[src/rtl/uart_pkg.sv]
// Shared UART receive types and constants.
// Frame words carry data plus four error tags.
package uart_pkg;

  localparam int PAR_NONE = 0;
  localparam int PAR_EVEN = 1;
  localparam int PAR_ODD  = 2;

  localparam int MAX_DATA_BITS = 9;

  typedef enum logic [2:0] {
    RX_IDLE,
    RX_START,
    RX_DATA,
    RX_PAR,
    RX_STOP,
    RX_WAIT_HIGH
  } rx_state_t;

  // data is sized for the widest frame; unused MSBs stay zero
  typedef struct packed {
    logic                     ovf;
    logic                     brk;
    logic                     ferr;
    logic                     perr;
    logic [MAX_DATA_BITS-1:0] data;
  } uart_rx_word_t;

  function automatic logic maj3(logic a, logic b, logic c);
    return (a & b) | (a & c) | (b & c);
  endfunction

endpackage

[src/rtl/uart_rx_fifo_sync_fifo.sv]
// Generic synchronous FIFO with a registered head word.
// Push and pop may occur together; a pop frees space for the push.
module sync_fifo #(
  parameter int WIDTH = 8,
  parameter int DEPTH = 4
) (
  input  logic             clk,
  input  logic             rst,
  input  logic             push,
  input  logic [WIDTH-1:0] din,
  input  logic             pop,
  output logic [WIDTH-1:0] q,
  output logic             full,
  output logic             empty
);

  localparam int AW = $clog2(DEPTH);

  logic [WIDTH-1:0] mem [DEPTH];
  logic [AW-1:0]    wr_ptr;
  logic [AW-1:0]    rd_ptr;
  logic [AW-1:0]    rd_nxt;
  logic [AW:0]      count;
  logic [AW:0]      cnt_nxt;
  logic             do_push;
  logic             do_pop;
  logic             bypass;

  assign full  = (count == (AW+1)'(DEPTH));
  assign empty = (count == '0);

  always_comb begin
    do_pop  = pop & ~empty;
    do_push = push & (~full | do_pop);
    rd_nxt  = rd_ptr + AW'(do_pop);
    cnt_nxt = count + (AW+1)'(do_push)
            - (AW+1)'(do_pop);
    // new word becomes head straight away when nothing else is left
    bypass  = do_push
            & (count == (AW+1)'(do_pop));
  end

  always_ff @(posedge clk) begin
    if (do_push) mem[wr_ptr] <= din;
  end

  always_ff @(posedge clk) begin
    if (rst) begin
      wr_ptr <= '0;
      rd_ptr <= '0;
      count  <= '0;
      q      <= '0;
    end else begin
      if (do_push) wr_ptr <= wr_ptr + AW'(1);
      rd_ptr <= rd_nxt;
      count  <= cnt_nxt;
      if (cnt_nxt != '0)
        q <= bypass ? din : mem[rd_nxt];
    end
  end

endmodule

[src/rtl/uart_rx_fifo.sv]
// Oversampled UART receiver with majority vote, break detect
// and a tagged receive FIFO toward a valid/ready consumer.
module uart_rx_fifo
  import uart_pkg::*;
#(
  parameter int DATA_BITS  = 8,
  parameter int PARITY     = 0,
  parameter int STOP_BITS  = 1,
  parameter int OVERSAMPLE = 16,
  parameter int FIFO_DEPTH = 4
) (
  input  logic                 clk,
  input  logic                 rst,
  input  logic                 clken,
  input  logic                 baud_os_strobe,
  input  logic                 rxd,
  output logic [DATA_BITS-1:0] data,
  output logic                 parity_error,
  output logic                 frame_error,
  output logic                 break_detect,
  output logic                 overflow_error,
  output logic                 valid,
  input  logic                 ready
);

  localparam int CW = $clog2(OVERSAMPLE);
  localparam int FW = $bits(uart_rx_word_t);
  localparam logic [CW-1:0] HALF_M1 =
    CW'(OVERSAMPLE / 2 - 1);
  localparam logic [CW-1:0] FULL_M1 =
    CW'(OVERSAMPLE - 1);
  localparam logic ODD = (PARITY == PAR_ODD);

  rx_state_t            state;
  logic [1:0]           prev;
  logic [CW-1:0]        cnt;
  logic [3:0]           idx;
  logic                 sidx;
  logic [DATA_BITS-1:0] shreg;
  logic                 par_acc;
  logic                 perr;
  logic                 ferr;
  logic                 zeros;
  logic                 ovf_pending;

  logic                 tick;
  logic                 ev;
  logic                 ms;
  logic                 last_stop;
  logic                 push;
  logic                 pop;
  logic                 accept;
  logic                 full;
  logic                 empty;
  uart_rx_word_t        word;
  uart_rx_word_t        head;
  logic                 unused_head;

  always_comb begin
    tick      = clken & baud_os_strobe;
    ms        = maj3(prev[1], prev[0], rxd);
    ev        = tick & (cnt == '0);
    last_stop = (sidx == 1'(STOP_BITS - 1));
    push      = ev & (state == RX_STOP) & last_stop;
    pop       = ~empty & ready & clken;
    accept    = ~full | pop;
    word      = '0;
    word.data[DATA_BITS-1:0] = shreg;
    word.perr = perr;
    word.ferr = ferr | ~ms;
    word.brk  = zeros & ~ms;
    word.ovf  = ovf_pending;
  end

  always_ff @(posedge clk) begin
    if (rst) begin
      state       <= RX_IDLE;
      prev        <= 2'b11;
      cnt         <= '0;
      idx         <= '0;
      sidx        <= 1'b0;
      shreg       <= '0;
      par_acc     <= 1'b0;
      perr        <= 1'b0;
      ferr        <= 1'b0;
      zeros       <= 1'b0;
      ovf_pending <= 1'b0;
    end else if (tick) begin
      prev <= {prev[0], rxd};
      if (cnt != '0) cnt <= cnt - CW'(1);
      if (push) ovf_pending <= ~accept;
      unique case (state)
        RX_IDLE: begin
          if (!ms) begin
            cnt   <= HALF_M1;
            state <= RX_START;
          end
        end
        RX_START: begin
          if (ev) begin
            if (ms) begin
              state <= RX_IDLE;
            end else begin
              cnt     <= FULL_M1;
              idx     <= '0;
              par_acc <= 1'b0;
              perr    <= 1'b0;
              ferr    <= 1'b0;
              zeros   <= 1'b1;
              state   <= RX_DATA;
            end
          end
        end
        RX_DATA: begin
          if (ev) begin
            shreg   <= {ms, shreg[DATA_BITS-1:1]};
            par_acc <= par_acc ^ ms;
            zeros   <= zeros & ~ms;
            cnt     <= FULL_M1;
            idx     <= idx + 4'd1;
            if (idx == 4'(DATA_BITS - 1)) begin
              sidx  <= 1'b0;
              state <= (PARITY != PAR_NONE)
                     ? RX_PAR : RX_STOP;
            end
          end
        end
        RX_PAR: begin
          if (ev) begin
            perr  <= (par_acc ^ ms) != ODD;
            zeros <= zeros & ~ms;
            cnt   <= FULL_M1;
            state <= RX_STOP;
          end
        end
        RX_STOP: begin
          if (ev) begin
            ferr  <= ferr | ~ms;
            zeros <= zeros & ~ms;
            cnt   <= FULL_M1;
            if (last_stop)
              // a low stop bit may be a break; wait for idle
              state <= ms ? RX_IDLE : RX_WAIT_HIGH;
            else
              sidx <= 1'b1;
          end
        end
        RX_WAIT_HIGH: begin
          if (ms) state <= RX_IDLE;
        end
        default: state <= RX_IDLE;
      endcase
    end
  end

  sync_fifo #(
    .WIDTH (FW),
    .DEPTH (FIFO_DEPTH)
  ) u_fifo (
    .clk   (clk),
    .rst   (rst),
    .push  (push),
    .din   (word),
    .pop   (pop),
    .q     (head),
    .full  (full),
    .empty (empty)
  );

  assign valid          = ~empty;
  assign data           = head.data[DATA_BITS-1:0];
  assign parity_error   = head.perr;
  assign frame_error    = head.ferr;
  assign break_detect   = head.brk;
  assign overflow_error = head.ovf;
  assign unused_head    = ^head.data;

endmodule

[config.mk]
export PLATFORM = sky130hd
export DESIGN_NAME = uart_rx_fifo
export DESIGN_NICKNAME = d
export VERILOG_FILES = /design/src/rtl/uart_pkg.sv /design/src/rtl/uart_rx_fifo_sync_fifo.sv /design/src/rtl/uart_rx_fifo.sv
export SDC_FILE = /design/constraint.sdc
export NUM_CORES = 1
export LEC_CHECK = 0
export BUFFER_PORTS_ARGS = -buffer_cell sky130_fd_sc_hd__buf_2
export CAP_MARGIN = 30
export CORE_AREA = 4 4 104 106
export CTS_BUF_LIST = sky130_fd_sc_hd__clkbuf_8
export CTS_CLUSTER_SIZE = 20
export DETAILED_ROUTE_END_ITERATION = 10
export DIE_AREA = 0 0 108 110
export PLACE_DENSITY = 0.71
export SLEW_MARGIN = 10
export SYNTH_ARGS = -nofsm -noshare
export SYNTH_HDL_FRONTEND = slang
export SYNTH_HIERARCHICAL = 1
export SYNTH_SLANG_ARGS = --single-unit
[constraint.sdc]
create_clock -name clk -period 6.9 [get_ports clk]
set_input_delay 1.38 -clock clk [delete_from_list [all_inputs] [get_ports clk]]
set_output_delay 1.38 -clock clk [all_outputs]
set_load 0.005 [all_outputs]
======== After elaboration in Yosys (flattened, before gate mapping) ========
Memory sizes are Yosys's and may differ from the RTL's.
Cells that the tools add are included.
storage, ports and cells
  word-level logic and storage cells ...... 123
  output and inout port bits .............. 13
  input port bits ......................... 6
  memories ................................ 1
  bits in registers ....................... 47
  bits in writable memories ............... 48
memory list
  memory      words  width  rd ports  clocked after memory_dff  wr ports  line                          RTL
  u_fifo.mem  4      12     1         0                         1         uart_rx_fifo_sync_fifo.sv:19  logic [WIDTH-1:0] mem [DEPTH];
operators by class
  multiplexer cells ....................... 40
  reductions and logical operators ........ 19
  equality and inequality tests ........... 18
  $add $sub $neg .......................... 6
  bitwise gates (word level) .............. 24
operators with widths
  kind                 number
  $mux 4               8
  $mux 3               9
  $reduce_and 5->1     5
  $ne 2x2->1 const B   9
  $pmux 3 s6           1
  $and 1x1->1          13
  $mux 1               13
  $mux 13              1
  $pmux 4 s3           1
  $pmux 1 s2           5
  $reduce_bool 2->1    5
  $eq 3x3->1 const B   3
  $reduce_and 9->1     1
  $pmux 4 s2           1
  $eq 3x2->1 const B   2
  $logic_not 3->1      2
  $not 1->1            5
  $or 1x1->1           5
  $add 4x1->4 const B  1
  $eq 4x3->1 const B   1
  $logic_not 4->1      1
  $reduce_bool 4->1    1
  $sub 4x1->4 const B  1
  $add 3x1->3          1
  other kinds (12)     12

======== Logic depth before layout (Yosys ltp) ========
  word-level depth ........................ 10
  depth in mapped cells ................... 14

======== Hierarchy ========
The synthesis kept the hierarchy.
modules (own cells, without submodules)
  module        sequential area each (um^2)  cells each  area an instance (um^2)  instances
  sync_fifo     1961.9                       185         2934.1                   1
  uart_rx_fifo  520.5                        162         1397.6                   1

======== Least setup slack after synthesis ========
OpenSTA, ideal clock, no wires.
  path type ............................... input to register
  start point ............................. in clken
  end point ............................... reg u_fifo.q[4]
  path slack .............................. 2913 ps
  data arrival time ....................... 3835 ps
  data required time ...................... 6748 ps
  buffers on the path ..................... 2
  cell stages on the path ................. 12
  cell sequence ........................... and2_1 > clkbuf_1 > nand2_1 > nor3_1 > or2_2 > o21ai_0 > ha_1 > fa_1 > xnor3_1 > nor3_4 > buf_2 > a221oi_1
between the ends
  cells in the longest elaborated chain, start to end .. 8
ends and longest elaborated chain
  element                        line                          RTL
  start: declaration             uart_rx_fifo.sv:14            input logic clken,
  $and 1x1->1 (*)                uart_rx_fifo.sv:60            tick = clken & baud_os_strobe;
  $and 1x1->1 (*)                uart_rx_fifo.sv:62            ev = tick & (cnt == '0);
  $and 1x1->1 (*) (2 in series)  uart_rx_fifo.sv:64            push = ev & (state == RX_STOP) & last_stop;
  net push                       uart_rx_fifo.sv:50            logic push;
  $and 1x1->1 (*)                uart_rx_fifo_sync_fifo.sv:34  do_push = push & (~full | do_pop);
  $add 3x1->3                    uart_rx_fifo_sync_fifo.sv:36  cnt_nxt = count + (AW+1)'(do_push)
  $sub 3x1->3                    uart_rx_fifo_sync_fifo.sv:37  - (AW+1)'(do_pop);
  $reduce_bool 3->1              uart_rx_fifo_sync_fifo.sv:57  if (cnt_nxt != '0)
  end signal: assignment         uart_rx_fifo_sync_fifo.sv:58  q <= bypass ? din : mem[rd_nxt];
  end: declaration               uart_rx_fifo_sync_fifo.sv:12  output logic [WIDTH-1:0] q,
Mark *: on every way through the listed nets, which the timed path passes. The rest lies on a longest branch.
A chain may end at the register's enable or synchronous reset.

======== Final worst setup path ========
  start point ............................. in clken
  end point ............................... reg u_fifo.q[1]
between the ends
  cells in the longest elaborated chain, start to end .. 8
ends and longest elaborated chain
  element                    line                          RTL
  $and 1x1->1                uart_rx_fifo.sv:60
  $and 1x1->1                uart_rx_fifo.sv:62
  $and 1x1->1 (2 in series)  uart_rx_fifo.sv:64
  net push                   uart_rx_fifo.sv:50
  $and 1x1->1                uart_rx_fifo_sync_fifo.sv:34
  $add 3x1->3                uart_rx_fifo_sync_fifo.sv:36
  $sub 3x1->3                uart_rx_fifo_sync_fifo.sv:37
  net u_fifo.cnt_nxt[1]      uart_rx_fifo_sync_fifo.sv:24  logic [AW:0] cnt_nxt;
  $reduce_bool 3->1          uart_rx_fifo_sync_fifo.sv:57
The timed path passes the listed nets, and every way through them passes these cells.

==> impl_metrics.ini <==
[grt]
grt_pass1_vias = 2531
grt_pass1_wl_um = 12800
grt_usage = 0.141
grt_max_degree = 50
gr-total-overflow = 0
antenna_found_initial = 0

[synth]
syn_nets = 351
netlist_area_mm2 = 0.00414
yosys_warnings = 6
netlist_instances = 336
syn_avg_cell_area_um2 = 12.3

[detailed_routing]
firstDrtPassIters = 4
initialDrtViolationCount = 132
ant_nets = 0
drc = 0
post_drt_wl_per_cell_um = 15.8
drt-total-wl_um = 7700
avgViaCountPerCell = 5.27
vias = 2568

[die]
die_w_um = 108
num_rows = 36
design.core.area_mm2 = 0.00977
initial_core_util = 0.423
dieArea_mm2 = 0.0119
ioPinCount = 19
die_h_um = 110

[critical_path]
required_ns = 7.16
cp_cell_sequence = buf_2, and2_1, nand2_1, nor3_1, o21ai_0, o21ai_0, ha_1, fa_1, nor3_4, buf_6, a21oi_1, a221oi_1
crit_family = simple AND/OR/NAND/NOR gates
cp_num_buf_inv = 2
crit_type = in -> reg
critPathMaxFanout = 16
worst_path_largest_cell_delay_ns = 0.47
crit_top_cell = o21ai_0
cp-end-kind = register
critPathArrivalTime_ns = 4.51
cpMaxStageDelayCell = fa_1
crit_path_start_kind = primary input

[placement]
place_ws_ns = 2.07
portBuffers = 18
placed_area_mm2 = 0.00432
hpwlAfterDp_um = 5060
place.gp.congestion = 0.793

[sta]
max_slew.worst_pin.slew_ns = 0.971
setup-violations-final = 0
fin_worst_skew_ns = 0.00960
drv_slew = 0
fin_crit_sh = 0.616
setup_tns_ns = 0
timing.fmax_ghz = 0.235
hold_violations = 0
slew_headroom = 0.353
layout_setup_ws_ns = 2.65
rsz0062_at_grt = no
fin_crit_ns = 4.25

[layout]
final_nets = 364
drive_above_1_share = 0.192
final_common_cell = edfxtp_1
area_delta_synth_final_pct = 9.10
n_antenna_cell = 0
layout_common_cells = edfxtp_1 (48), dfxtp_1 (45), nand2_1 (26), inv_1 (23), a21oi_1 (21)
fin_area_mm2 = 0.00451

[clocking]
insertion_delay_ns = 0.36
htreeDepth = 3
clk_path_buf_depth = 2
clk_pin_slew_worst_paths_ns = 0.10
cts-resized-gates = 0
cts_tree = built
cts_hold_buf = 0
numCtsBuffers = 9
clkSinkCount = 93
cts_setup_buffers = 0
root_buffer = clkbuf_8

[pwr]
power.density_mw_per_mm2 = 211
ir_drop_v = 0.0000957
p_leak_nw = 1.61

[run_status]
status = finished, final reports clean

[hold_path]
hp-class = reg -> reg

[job]
cap_violations = 0
state kept, by name, indices dropped and copies added (netlist names):
register,count
ferr,1
zeros,1
u_fifo/rd_ptr,2
shreg,8
state,3
u_fifo/count,3
perr,1
ovf_pending,1
u_fifo/wr_ptr,2
idx,4
u_fifo/mem,48
cnt,4
par_acc,1
prev,2
u_fifo/q,12
worst paths after layout:
check | start | end | slack, ns | cells after the start
max | clken | u_fifo/q[1]$_SDFFE_PP0P_ | 2.65 | 12
min | u_fifo/q[2]$_SDFFE_PP0P_ | u_fifo/q[2]$_SDFFE_PP0P_ | 0.47 | 2
max reg2reg | cnt[0]$_SDFFE_PP0P_ | u_fifo/q[1]$_SDFFE_PP0P_ | 2.97 | 13
min reg2reg | u_fifo/q[2]$_SDFFE_PP0P_ | u_fifo/q[2]$_SDFFE_PP0P_ | 0.47 | 2
report_power, final:
part / switching (W) / internal, W
registers: 0.00000240 / 0.000578
clock network: 0.000201 / 0.000137
logic: 0.0000236 / 0.0000120
worst reg2reg max path, delay by kind of cell (launching register included):
| kind | cells | cell delay, ns |
|---|---|---|
| and+or+nand+nor | 4 | 1.50 |
| buffers and inverters | 2 | 0.32 |
| adders and majority gates | 3 | 0.88 |
| AOI/OAI and AO/OA | 4 | 0.78 |
| DFF | 1 | 0.34 |
layer usage:
| metal | GRT usage | vias to the layer above | share of wire | wire length, um |
|---|---|---|---|---|
| met1 | 0.176 | 1265 | 0.45 | 3500 |
| met5 | 0 | - | 0 | 0 |
| met2 | 0.242 | 33 | 0.50 | 3890 |
| met3 | 0.0280 | 7 | 0.031 | 239 |
| met4 | 0.0541 | 0 | 0.0096 | 74 |
| li1 | - | 1263 | - | - |
through the flow:
stage / instances / util / power [W] / hold WS [ns]
finish: 487 / 0.462 / 0.000954 / 0.469
global route: 487 / 0.462 / 0.000993 / 0.487
CTS: 486 / 0.461 / 0.000964 / 0.471
detailed placement: 470 / 0.442 / 0.000629 / 0.457
global placement: 468 / 0.440 / 0.000628 / 0.449
floorplan: 336 / - / 0.000623 / 0.441
area by class of cell:
class | instances | area, um^2
Fill cell | 920 | 5260
Clock buffer | 9 | 124
Clock inverter | 7 | 58.8
Tap cell | 133 | 166
Multi-Input combinational cell | 200 | 1610
Timing Repair Buffer | 22 | 128
Inverter | 23 | 86.3
Sequential cell | 93 | 2340
(Power assumes the default switching activity.)
